--- src/rtl/fetch_unit.sv ---
// Instruction fetch stage: single-outstanding request/valid fetch from
// instruction memory into the IF/ID register, with a one-entry skid buffer
// for decode stalls, redirect/squash handling and halt detection.
//
// Memory handshake: imem_req is a one-cycle pulse, and the memory captures
// imem_addr on the rising edge where imem_req=1. Exactly one imem_valid
// pulse (carrying imem_rdata) answers each request, at least one cycle
// later. A new request is only issued once the previous one has been
// answered; the answer cycle itself may carry the next request.
// Decode side: if_valid qualifies if_instr/if_pc; stall=1 freezes every
// if_* output for that cycle.
module fetch_unit #(
    parameter int              PC_W     = 32,
    parameter int              INSTR_W  = 32,
    parameter logic [PC_W-1:0] RESET_PC = '0
) (
    input  logic               clk,
    input  logic               rst_n,
    input  logic               stall,
    input  logic               redirect,
    input  logic [PC_W-1:0]    redirect_pc,
    output logic               imem_req,
    output logic [PC_W-1:0]    imem_addr,
    input  logic               imem_valid,
    input  logic [INSTR_W-1:0] imem_rdata,
    output logic               if_valid,
    output logic [INSTR_W-1:0] if_instr,
    output logic [4:0]         if_opcode,
    output logic [PC_W-1:0]    if_pc,
    output logic [PC_W-1:0]    if_pc_plus1,
    output logic               halted,
    output logic [2:0]         dbg_state
);

    typedef enum logic [2:0] {
        S_ISSUE = 3'd0,
        S_WAIT  = 3'd1,
        S_SKID  = 3'd2,
        S_DROP  = 3'd3,
        S_HALT  = 3'd4
    } state_t;

    localparam logic [PC_W-1:0] PC_ONE     = {{(PC_W-1){1'b0}}, 1'b1};
    localparam logic [4:0]      HALT_OPC   = 5'b11111;

    state_t               r_state;
    state_t               w_next_state;
    logic [PC_W-1:0]      r_fetch_pc;
    logic [PC_W-1:0]      w_next_pc;
    logic [PC_W-1:0]      w_pc_inc;
    logic [INSTR_W-1:0]   r_skid_instr;
    logic                 r_if_valid;
    logic [INSTR_W-1:0]   r_if_instr;
    logic [PC_W-1:0]      r_if_pc;
    logic [PC_W-1:0]      r_if_pc_plus1;
    logic                 r_halted;

    logic                 w_req;
    logic [PC_W-1:0]      w_addr;
    logic                 w_flush;
    logic                 w_load_mem;
    logic                 w_load_skid;
    logic                 w_skid_capture;
    logic                 w_set_halt;
    logic                 w_rdata_is_halt;
    logic                 w_skid_is_halt;

    assign w_pc_inc        = r_fetch_pc + PC_ONE;
    assign w_rdata_is_halt = (imem_rdata[INSTR_W-1:INSTR_W-5] == HALT_OPC);
    assign w_skid_is_halt  = (r_skid_instr[INSTR_W-1:INSTR_W-5] == HALT_OPC);

    // State register; reset abandons any outstanding request.
    always_ff @(posedge clk or negedge rst_n) begin
        if (!rst_n) begin
            r_state    <= S_ISSUE;
            r_fetch_pc <= RESET_PC;
        end else begin
            r_state    <= w_next_state;
            r_fetch_pc <= w_next_pc;
        end
    end

    // Next-state, request generation and IF/ID load controls; redirect wins over everything.
    always_comb begin
        w_next_state   = r_state;
        w_next_pc      = r_fetch_pc;
        w_req          = 1'b0;
        w_addr         = r_fetch_pc;
        w_flush        = 1'b0;
        w_load_mem     = 1'b0;
        w_load_skid    = 1'b0;
        w_skid_capture = 1'b0;
        w_set_halt     = 1'b0;
        case (r_state)
            S_ISSUE: begin
                // The request still goes out; its answer is dropped on redirect.
                w_req = 1'b1;
                if (redirect) begin
                    w_flush      = 1'b1;
                    w_next_pc    = redirect_pc;
                    w_next_state = S_DROP;
                end else begin
                    w_next_state = S_WAIT;
                end
            end
            S_WAIT: begin
                if (redirect) begin
                    w_flush      = 1'b1;
                    w_next_pc    = redirect_pc;
                    w_next_state = imem_valid ? S_ISSUE : S_DROP;
                end else if (imem_valid) begin
                    if (stall) begin
                        w_skid_capture = 1'b1;
                        w_next_state   = S_SKID;
                    end else begin
                        w_load_mem = 1'b1;
                        if (w_rdata_is_halt) begin
                            w_set_halt   = 1'b1;
                            w_next_state = S_HALT;
                        end else begin
                            // Chain the next fetch in the answer cycle for 1 instr/cycle.
                            w_req     = 1'b1;
                            w_addr    = w_pc_inc;
                            w_next_pc = w_pc_inc;
                        end
                    end
                end
            end
            S_SKID: begin
                if (redirect) begin
                    w_flush      = 1'b1;
                    w_next_pc    = redirect_pc;
                    w_next_state = S_ISSUE;
                end else if (!stall) begin
                    w_load_skid = 1'b1;
                    if (w_skid_is_halt) begin
                        w_set_halt   = 1'b1;
                        w_next_state = S_HALT;
                    end else begin
                        w_next_pc    = w_pc_inc;
                        w_next_state = S_ISSUE;
                    end
                end
            end
            S_DROP: begin
                // Still owed one response; only the target address may change.
                if (redirect) begin
                    w_flush   = 1'b1;
                    w_next_pc = redirect_pc;
                end
                if (imem_valid) begin
                    w_next_state = S_ISSUE;
                end
            end
            S_HALT: begin
                if (redirect) begin
                    w_flush      = 1'b1;
                    w_next_pc    = redirect_pc;
                    w_next_state = S_ISSUE;
                end
            end
            default: begin
                w_next_state = S_ISSUE;
            end
        endcase
    end

    // Skid buffer captures a response that arrived while decode was stalled.
    always_ff @(posedge clk or negedge rst_n) begin
        if (!rst_n) begin
            r_skid_instr <= '0;
        end else if (w_flush) begin
            r_skid_instr <= '0;
        end else if (w_skid_capture) begin
            r_skid_instr <= imem_rdata;
        end
    end

    // IF/ID register: flush, load from memory or skid, hold on stall, else bubble.
    always_ff @(posedge clk or negedge rst_n) begin
        if (!rst_n) begin
            r_if_valid    <= 1'b0;
            r_if_instr    <= '0;
            r_if_pc       <= '0;
            r_if_pc_plus1 <= '0;
        end else if (w_flush) begin
            r_if_valid <= 1'b0;
            r_if_instr <= '0;
        end else if (w_load_mem) begin
            r_if_valid    <= 1'b1;
            r_if_instr    <= imem_rdata;
            r_if_pc       <= r_fetch_pc;
            r_if_pc_plus1 <= w_pc_inc;
        end else if (w_load_skid) begin
            r_if_valid    <= 1'b1;
            r_if_instr    <= r_skid_instr;
            r_if_pc       <= r_fetch_pc;
            r_if_pc_plus1 <= w_pc_inc;
        end else if (!stall) begin
            r_if_valid <= 1'b0;
            r_if_instr <= '0;
        end
    end

    // Halt flag: set when a halt reaches IF/ID, cleared by any redirect.
    always_ff @(posedge clk or negedge rst_n) begin
        if (!rst_n) begin
            r_halted <= 1'b0;
        end else if (w_flush) begin
            r_halted <= 1'b0;
        end else if (w_set_halt) begin
            r_halted <= 1'b1;
        end
    end

    // No request may be seen by the memory while reset is held.
    assign imem_req    = w_req & rst_n;
    assign imem_addr   = w_addr;
    assign if_valid    = r_if_valid;
    assign if_instr    = r_if_instr;
    assign if_opcode   = r_if_instr[INSTR_W-1:INSTR_W-5];
    assign if_pc       = r_if_pc;
    assign if_pc_plus1 = r_if_pc_plus1;
    assign halted      = r_halted;
    assign dbg_state   = r_state;

endmodule

--- config.mk ---
export PLATFORM = sky130hd
export DESIGN_NAME = fetch_unit
export DESIGN_NICKNAME = d
export VERILOG_FILES = /design/src/rtl/fetch_unit.sv
export SDC_FILE = /design/constraint.sdc
export NUM_CORES = 1
export LEC_CHECK = 0
export ABC_AREA = 1
export BUFFER_PORTS_ARGS = -buffer_cell sky130_fd_sc_hd__buf_2
export CAP_MARGIN = 40
export CORE_MARGIN = 2
export CORE_UTILIZATION = 25
export CTS_CLUSTER_DIAMETER = 40
export DETAILED_ROUTE_END_ITERATION = 12
export GPL_ROUTABILITY_DRIVEN = 0
export SLEW_MARGIN = 20
export SYNTH_ARGS = -nofsm -noshare
export SYNTH_HDL_FRONTEND = slang
export SYNTH_SLANG_ARGS = --single-unit
export TNS_END_PERCENT = 100
--- constraint.sdc ---
create_clock -name clk -period 3.8 [get_ports clk]
set_clock_uncertainty 0.2 [all_clocks]
set_input_delay 0.19 -clock clk [delete_from_list [all_inputs] [get_ports clk]]
set_output_delay 0.19 -clock clk [all_outputs]
set_load 0.01 [all_outputs]
==> results.md <==
- Die width: slightly below 200 um
- Fin area: 12200 um^2
- CTS max path bufs: 2
- Period utilization: 86.6%
- Post-CTS Setup Bufs: 0
- Number of flops mapped to enable cells by yosys: 0
- VDD IR max: between 0.4 and 0.5 mV
- Max FO, Critical Path: 7
- Total GRT Usage: 18.2%
- Critical Path Sink Type: output pin
- Tmin final: 3290 ps
- Slew @ Worst Pin: 855 ps
- Mapped Nets: 1410
- Max frequency: 304 MHz
- Yosys Warn Count: 0
- Busiest grt layer: met2
- Dpl cells: approximately 2000
- Setup crit start: r_fetch_pc[1]$_DFFE_PN0P_
- Filler Cells Inserted: ~4000
- Floorplan core area: between 30000 and 40000 um^2
- Met1 usage: 23.7%
- CTS clk-pin slew, worst paths: 70 ps
- Final ANT Viol Nets: 0
- Crit path buffers/inverters: 1
- # port buffers: slightly above 200
- Pleak: 0.00589 uW
- Non-filler cells, final: between 2000 and 2500
- Synth area leaders: dfrtp_1, nand2_1, nand3_1
- Hold-fix buffers, CTS: 66
- Synthesized instance count: 1340
- Die Ht: 198 um
- Slew headroom: 42.9%
- CTS Buf Count: 17
- WS Path Type: reg -> out
- Max incr delay on CP: 480 ps
- Synth area leader: dfrtp_1
- Final setup vio count: 0
- Final wirelength: between 30 and 40 mm
- Async SR Flop Fraction: 100%
- Synth Cell Area: 9450 um^2
- I/O Pins: 208
- Hold Path Class: in -> reg
- Grt met2 use: a little under 30%
- Max stage delay cell, worst path: dfrtp_1
- First-pass GRT wire length: 55.1 mm
- Seq cells post-synth: 165
- H-tree depth: 4
- Vias per Instance: 4.81
- Critical Path AT: 2900 ps
- CTS tree: yes
- FP Rows: 71
- Final hold vios: 0
- Share of the synthesized area in the top cell type: 43.7%
- Starting DRT DRC Count: approximately 830
- CTS Sinks: 165
- GR Util met3: 5.60%
- Crit path cell chain: ha_1 > nand2_1 > nor2_1 > nand2_1 > nor2_1 > nand3_1 > nand3_1 > nand3_1 > o21ai_0 > buf_2
- Critical path launch point type: flip-flop
- Top delay family on crit path: simple AND/OR/NAND/NOR gates
- Root buf cell: clkbuf_16
- Initial antenna violation count: 1
- Reg2Reg Launch Point: dbg_state[1]$_DFFE_PN0P_
- Max-slew violations: 0
- CTS resizes: 0
- Die Area: 39400 um^2
- Total number of vias: between 10000 and 15000
- Outcome: complete, no violations
- Sequential area share after synthesis: 43.7%
- Worst-skew pair later-pin latency: roughly 450 ps
- Largest net degree at the start of global routing: between 70 and 80
- Post-synth cell types: 39
- Total congestion overflow: 0
- Avg WL per Cell: 17.0 um
- Post-DP HPWL: 25.4 mm
- Initial Util: 25.3%
- Setup TNS: 0 ps
- Nets: 1644
- Vias in the first global route: 9508
- DRT Pass-1 Iters: 5
- Residual DRC: 0
- Dpl cell area: 10900 um^2
- MaxCap Viol Count: 0
- Power per Cell Area: between 700 and 800 nW/um^2
- Layout cells sized above 1: 18.3%
- Final core utilization: 32.7%
- Most used cell, CP: nand3_1
- CP required: ~3400 ps
- Avg Cell Area, Syn: 7.05 um^2
- Area Growth Syn to Fin: 29.3%
- Top FF cell, synth: dfrtp_1
- Hold_sp: redirect_pc[5]
- RSZ-0062 raised after global routing: no
==> final cells by class <==
class,instances,area [um^2],area share [%]
multi-input cells,1011,4600,37.7
inverters,83,319,2.61
repair buffers,296,1910,15.7
clock inverters,13,159,1.30
flip-flops and latches,165,4130,33.8
diodes,1,2.50,0.0205
well taps,511,639,5.23
clock buffers,19,453,3.71
==> worst min-delay path, stage by stage <==
cell and delay [ps]:
buf_2 120, a22oi_1 70, o211ai_1 80, nand3_1 90, nand2_1 60
==> cell usage in the layout, fill, tap and decap left out, drive strengths merged <==
cell         Yosys  routed
a21boi           1       1
a21oi           58      58
a22oi            6       6
a31o             1       1
a31oi           26      26
buf             54     230
bufinv           0       2
clkbuf          27      19
clkinv           0       4
dfrtp          165     165
diode            0       1
dlygate4sd3      0      66
ha               1       1
inv             83      90
nand2          473     473
nand3          189     189
nand3b           2       2
nand4            7       7
nor2            97      97
nor3             2       2
o2111ai          4       4
o211ai          21      21
o21ai          113     113
o21bai           1       1
o221ai           1       1
o22ai            2       2
or2              1       1
xnor2            2       2
xor2             3       3
==> power by group <==
part / total, uW / switching, uW / internal (uW) / leakage (uW)
clock network: 1840 / 811 / 1030 / 0.000302
registers: 2840 / 508 / 2330 / 0.00211
logic: 4220 / 2770 / 1450 / 0.00347
==> kinds of logic after synthesis <==
family,synth area share (%)
AND/OR/NAND/NOR,34.3
AO/OA/AOI/OAI,13.8
flip-flops,43.7
buffers and inverters,7.60
XOR/XNOR,0.464
adder cells (fa/ha/maj),0.132
==> Yosys cell counts, drive strengths merged, types with 2 or more instances <==
library cell and number:
nand2 473, nand3 189, dfrtp 165, o21ai 113
nor2 97, inv 83, a21oi 58, buf 54
clkbuf 27, a31oi 26, o211ai 21, nand4 7
a22oi 6, o2111ai 4, xor2 3, nand3b 2
nor3 2, o22ai 2, xnor2 2
==> worst paths after layout <==
path | slack [ps] | cells past startpoint | end
min | 7 | 5 | r_fetch_pc[5]$_DFFE_PN0P_
min reg2reg | 280 | 2 | if_pc[23]$_DFFE_PN0P_
min in group asynchronous | 110 | 2 | if_instr[24]$_DFFE_PN0P_
max reg2reg | 850 | 13 | r_fetch_pc[11]$_DFFE_PN0P_
max in group asynchronous | 2380 | 3 | if_pc_plus1[14]$_DFFE_PN0P_
max | 510 | 10 | imem_addr[26]
==> routing by layer <==
| layer | part of all wire (%) | vias up | wire length [um] |
|---|---|---|---|
| met5 | 0 | - | 0 |
| met4 | 2.2 | 0 | 774 |
| met3 | 9.6 | 38 | 3420 |
| met2 | 46 | 423 | 16400 |
| met1 | 42 | 4742 | 15100 |
| li1 | - | 4897 | - |
==> stage by stage <==
| step | hold WS, ps | total power (uW) | setup WS, ps |
|---|---|---|---|
| global placement | 51.7 | 6960 | 543 |
| finish | 7.10 | 8890 | 508 |
| global route | 17.1 | 9600 | 323 |
| floorplan | -306 | 5390 | 1710 |
| detailed placement | 61.4 | 7020 | 446 |
| CTS | 0.00328 | 8950 | 425 |
==> registers in the layout (all words and copies together) (netlist names) <==
signal and flops:
if_instr 32, if_pc 32, if_pc_plus1 32, r_fetch_pc 32, r_skid_instr 32, dbg_state 3, halted 1, if_valid 1
Power figures use the tool's default switching activity.
